### src/rtl/prog_ctr.sv
// Program counter and branch-resolution stage feeding fetch/decode.
// Runs the Req/Ack program handshake and resolves branches on latched or forwarded ALU flags.
module prog_ctr #(
  parameter int unsigned     PCW        = 10,
  parameter int unsigned     TW         = 8,
  parameter logic [PCW-1:0]  START_ADDR = '0
) (
  input  logic           Clk,
  input  logic           Reset,
  input  logic           Req,
  input  logic           Halt,
  input  logic           Stall,
  input  logic           FlagWe,
  input  logic           ZeroIn,
  input  logic           OddIn,
  input  logic           BrEn,
  input  logic [1:0]     BrCond,
  input  logic           BrRel,
  input  logic [TW-1:0]  BrTarget,
  output logic [PCW-1:0] PC,
  output logic           Running,
  output logic           Taken,
  output logic           Ack
);

  typedef enum logic [1:0] {
    ST_IDLE = 2'b00,
    ST_RUN  = 2'b01,
    ST_DONE = 2'b10
  } state_e;

  localparam logic [1:0] COND_ALWAYS = 2'b00;
  localparam logic [1:0] COND_Z_SET  = 2'b01;
  localparam logic [1:0] COND_Z_CLR  = 2'b10;
  localparam logic [1:0] COND_O_SET  = 2'b11;

  state_e         state_q, state_d;
  logic [PCW-1:0] pc_q, pc_d;
  logic           z_q, z_d;
  logic           o_q, o_d;
  logic           taken_q, taken_d;
  logic           running_q, running_d;
  logic           ack_q, ack_d;

  logic           active_c;
  logic           eff_z_c, eff_o_c;
  logic           cond_ok_c;
  logic [PCW-1:0] off_sext_c;
  logic [PCW-1:0] target_c;
  logic [PCW-1:0] pc_inc_c;

  // A stalled RUN cycle is frozen; everything below keys off this.
  assign active_c = (state_q == ST_RUN) && !Stall;

  // Flag forwarding: a same-cycle flag write overrides the latched copy.
  assign eff_z_c = FlagWe ? ZeroIn : z_q;
  assign eff_o_c = FlagWe ? OddIn  : o_q;

  always_comb begin
    cond_ok_c = 1'b0;
    case (BrCond)
      COND_ALWAYS: cond_ok_c = 1'b1;
      COND_Z_SET:  cond_ok_c = eff_z_c;
      COND_Z_CLR:  cond_ok_c = !eff_z_c;
      COND_O_SET:  cond_ok_c = eff_o_c;
      default:     cond_ok_c = 1'b0;
    endcase
  end

  // Relative offsets are sign-extended, absolute targets zero-extended; sums wrap mod 2^PCW.
  assign off_sext_c = PCW'($signed(BrTarget));
  assign pc_inc_c   = pc_q + PCW'(1);

  always_comb begin
    target_c = PCW'(BrTarget);
    if (BrRel) begin
      target_c = pc_q + off_sext_c;
    end
  end

  // State register
  always_ff @(posedge Clk) begin
    if (!Reset) begin
      state_q <= ST_IDLE;
    end else begin
      state_q <= state_d;
    end
  end

  // Next-state logic
  always_comb begin
    state_d = state_q;
    case (state_q)
      ST_IDLE: if (Req)             state_d = ST_RUN;
      ST_RUN:  if (!Stall && Halt)  state_d = ST_DONE;
      ST_DONE:                      state_d = ST_IDLE;
      default:                      state_d = ST_IDLE;
    endcase
  end

  // Datapath and output next values
  always_comb begin
    pc_d    = pc_q;
    z_d     = z_q;
    o_d     = o_q;
    taken_d = 1'b0;
    case (state_q)
      ST_IDLE: pc_d = START_ADDR;
      ST_RUN: begin
        if (active_c) begin
          if (FlagWe) begin
            z_d = ZeroIn;
            o_d = OddIn;
          end
          if (Halt) begin
            pc_d = pc_q;
          end else if (BrEn && cond_ok_c) begin
            pc_d    = target_c;
            taken_d = 1'b1;
          end else begin
            pc_d = pc_inc_c;
          end
        end
      end
      ST_DONE: pc_d = START_ADDR;
      default: pc_d = START_ADDR;
    endcase
    running_d = (state_d == ST_RUN);
    ack_d     = (state_d == ST_DONE);
  end

  always_ff @(posedge Clk) begin
    if (!Reset) begin
      pc_q      <= START_ADDR;
      z_q       <= 1'b0;
      o_q       <= 1'b0;
      taken_q   <= 1'b0;
      running_q <= 1'b0;
      ack_q     <= 1'b0;
    end else begin
      pc_q      <= pc_d;
      z_q       <= z_d;
      o_q       <= o_d;
      taken_q   <= taken_d;
      running_q <= running_d;
      ack_q     <= ack_d;
    end
  end

  assign PC      = pc_q;
  assign Running = running_q;
  assign Taken   = taken_q;
  assign Ack     = ack_q;

endmodule

### config.mk
export PLATFORM = sky130hd
export DESIGN_NAME = prog_ctr
export DESIGN_NICKNAME = d
export VERILOG_FILES = /design/src/rtl/prog_ctr.sv
export SDC_FILE = /design/constraint.sdc
export NUM_CORES = 1
export LEC_CHECK = 0
export ABC_AREA = 1
export BUFFER_PORTS_ARGS = -buffer_cell sky130_fd_sc_hd__buf_2
export CORE_ASPECT_RATIO = 1.25
export CORE_MARGIN = 4
export CORE_UTILIZATION = 35
export DETAILED_ROUTE_END_ITERATION = 10
export SYNTH_ARGS = -nofsm -noshare
export SYNTH_HDL_FRONTEND = slang
export SYNTH_SLANG_ARGS = --single-unit
### constraint.sdc
create_clock -name Clk -period 2.3 [get_ports Clk]
set_input_delay 0.345 -clock Clk [delete_from_list [all_inputs] [get_ports Clk]]
set_output_delay 0.345 -clock Clk [all_outputs]
set_load 0.01 [all_outputs]
==> flow_summary.ini <==
[sta]
post-route-min-period_ns = 1.76
slew_headroom_pct = 77.6
tightest_slew_ns = 0.335
whs_ns = 0.399
hold_violations = 0
fin_setup_tns_ns = 0
fin_crit_sh_pct = 76.5
finalSetupViolCount = 0
rsz0062_at_grt = false
clock_skew_ns = 0.00471
drv_slew = 0
fmax_ghz = 0.569

[cts]
cts_num_sinks = 17
clk_path_buf_depth = 2
cts_setup_buffers = 0
clk_latency_ns = 0.26
cts_buffers = 3
cts_max_level = 1
clockRootBuffer = clkbuf_8
cts-hold-fix-buffers = 0
cts_resized = 0
clk_pin_slew_worst_paths_ns = 0.06
cts_tree = yes

[place]
gp_congestion = 0.907
dpl.hpwl_um = 3260
dp_cells = 342
io_buffers = 32

[layout]
drive_gt1_share_pct = 17.6
antennaDiodeCount = 0
syn_to_final_growth_pct = 16.6
instances_no_fill = 346
final_net_count = 322
final_util_pct = 43.1

[route]
vias = 1645
top_layer_used = met4
drt-met1-wl_um = 1770
postRouteAntennaNets = 0
drtIter0Drc = 41
drt-vias-per-instance = 4.75
wl_met2_um = 2040
drc = 0
route.met3.wl_um = 195
wl_per_cell_um = 11.7
routed_wl_um = 4040
drtPass1Iterations = 4

[floorplanning]
coreArea_um2 = 4200
io_pins = 33
die_h_um = 82.5
start_util_pct = 37.0
rows = 26
die-area_um2 = 5570
dieWidth_um = 67.6

[yosys]
synth_common_cells = nand2_1, inv_1, nor2_1, nand3_1, dfxtp_1
yosysMostFrequentCell = nand2_1
ys_top_cells_by_area = dfxtp_1, nand2_1, inv_1
yosysUniqueCellTypes = 30
synth.top_cell.area_share_pct = 21.9
ys_ff_latch = 17
synth_edf_count = 0
yosysSeqAreaShare_pct = 21.9
yosysTopAreaCell = dfxtp_1
syn-num-nets = 287
yosys_warnings = 0
synthFlopType = dfxtp_1
syn-instance-count = 256
syn_area_um2 = 1550
avgSynthCellArea_um2 = 6.07
ys_async_sr_fraction_pct = 0

[global_route]
grt_max_degree = 18
first_global_vias = 1465
grtUsageTotal_pct = 15.4
antenna_found_initial = 0
grt-ovfl-total = 0
grt_pass1_wl_um = 6580

[setup_path]
worstSetupPathType = register to register
reg2regPathDepth = 9
critical_path.slowest_cell = fa_1
path_common_cell = nor2_1
rr_startpoint = PC[0]
max_stage_delay_ns = 0.43
worstPathRequired_ns = 2.44
worstPathArrival_ns = 1.90
r2r-end = PC[4]
endpoint_kind = register
crit_fanout = 5
crit_chain = ha_1, fa_1, nand3_1, nand3_1, xor2_1, nor2_1, nor2_1, nor2_1, nor2_1
reg2reg_slack_ns = 0.54
worstSetupStartpointType = register

[power]
leakage_nw = 0.992
peakVddDrop_uv = 214
total_power_w = 0.000687
p_per_area_nw_per_um2 = 379

[flow_run]
drv_cap = 0

[worst_hold_path]
holdPathEnd = o_q
hp-start = Stall
holdPathStages = 4
hold_path.class = input port to register

[run_status]
status = finished clean
==> area by class of cell <==
| type | instances | area [um2] |
|---|---|---|
| fillers | 462 | 2390 |
| multi-input cells | 199 | 1050 |
| flip-flops and latches | 17 | 340 |
| repair buffers | 33 | 168 |
| inverters | 37 | 139 |
| well taps | 56 | 70.1 |
| clock buffers | 3 | 41.3 |
| clock inverters | 1 | 5.00 |
==> through the flow <==
step / setup WS (ns) / area [um2]
floorplan: 0.630 / 1550
global placement: 0.484 / 1760
detailed placement: 0.443 / 1760
CTS: 0.535 / 1810
global route: 0.376 / 1810
finish: 0.541 / 1810
==> state kept, by name, indices dropped and copies added, names as in the netlist <==
name and flops:
o_q 1, Taken 1, Ack 1, PC 10
Running 1, state_q 2, z_q 1
==> metal layers <==
layer  track usage, %  up-vias
met3             2.84        4
li1                 -      891
met1             18.6      716
met5                0        -
met4             3.25        0
met2             27.9       34
==> worst max path at each step <==
stage | from | to | cells past startpoint | slack (ns)
after floorplan | PC[0] | PC[4] | 9 | 0.63
after global placement | BrTarget[0] | PC[4] | 10 | 0.48
after detailed placement | BrTarget[0] | PC[8] | 12 | 0.44
after CTS | PC[0] | PC[8] | 11 | 0.53
after global routing | PC[0] | PC[8] | 11 | 0.38
final | PC[0] | PC[4] | 9 | 0.54
==> power breakdown <==
part / internal, W / switching [W] / total (W)
combinational: 0.0000564 / 0.0000961 / 0.000152
sequential: 0.000302 / 0.00000547 / 0.000307
clock: 0.000120 / 0.000107 / 0.000227
==> critical path: cells and delay by family, from the launching register on <==
family / cells / cell delay [ns]
adder cells (fa/ha/maj): 2 / 0.67
AND/OR/NAND/NOR: 6 / 0.47
XOR/XNOR: 1 / 0.16
flip-flops: 1 / 0.35
==> layout by cell type, fill, tap and decap left out, types with 2 or more instances in the layout <==
cell type	instances
nand2_1	76
inv_1	36
buf_2	32
nor2_1	31
nand3_1	22
dfxtp_1	17
a21oi_1	14
ha_1	10
o21ai_0	9
nand4_1	5
xnor2_1	4
xor2_1	4
nand2_2	3
nor2_2	3
clkbuf_8	3
nand3_2	2
or2_2	2
nor4_1	2
nor3_1	2
o211ai_1	2
==> cells by family after synthesis <==
logic type,Yosys count,synth area share (%)
AND/OR/NAND/NOR,152,44.0
buffers and inverters,40,10.6
flip-flops,17,21.9
XOR/XNOR,8,4.51
AO/OA/AOI/OAI,28,9.59
adder cells (fa/ha/maj),11,9.35
Power figures use the tool's default switching activity.
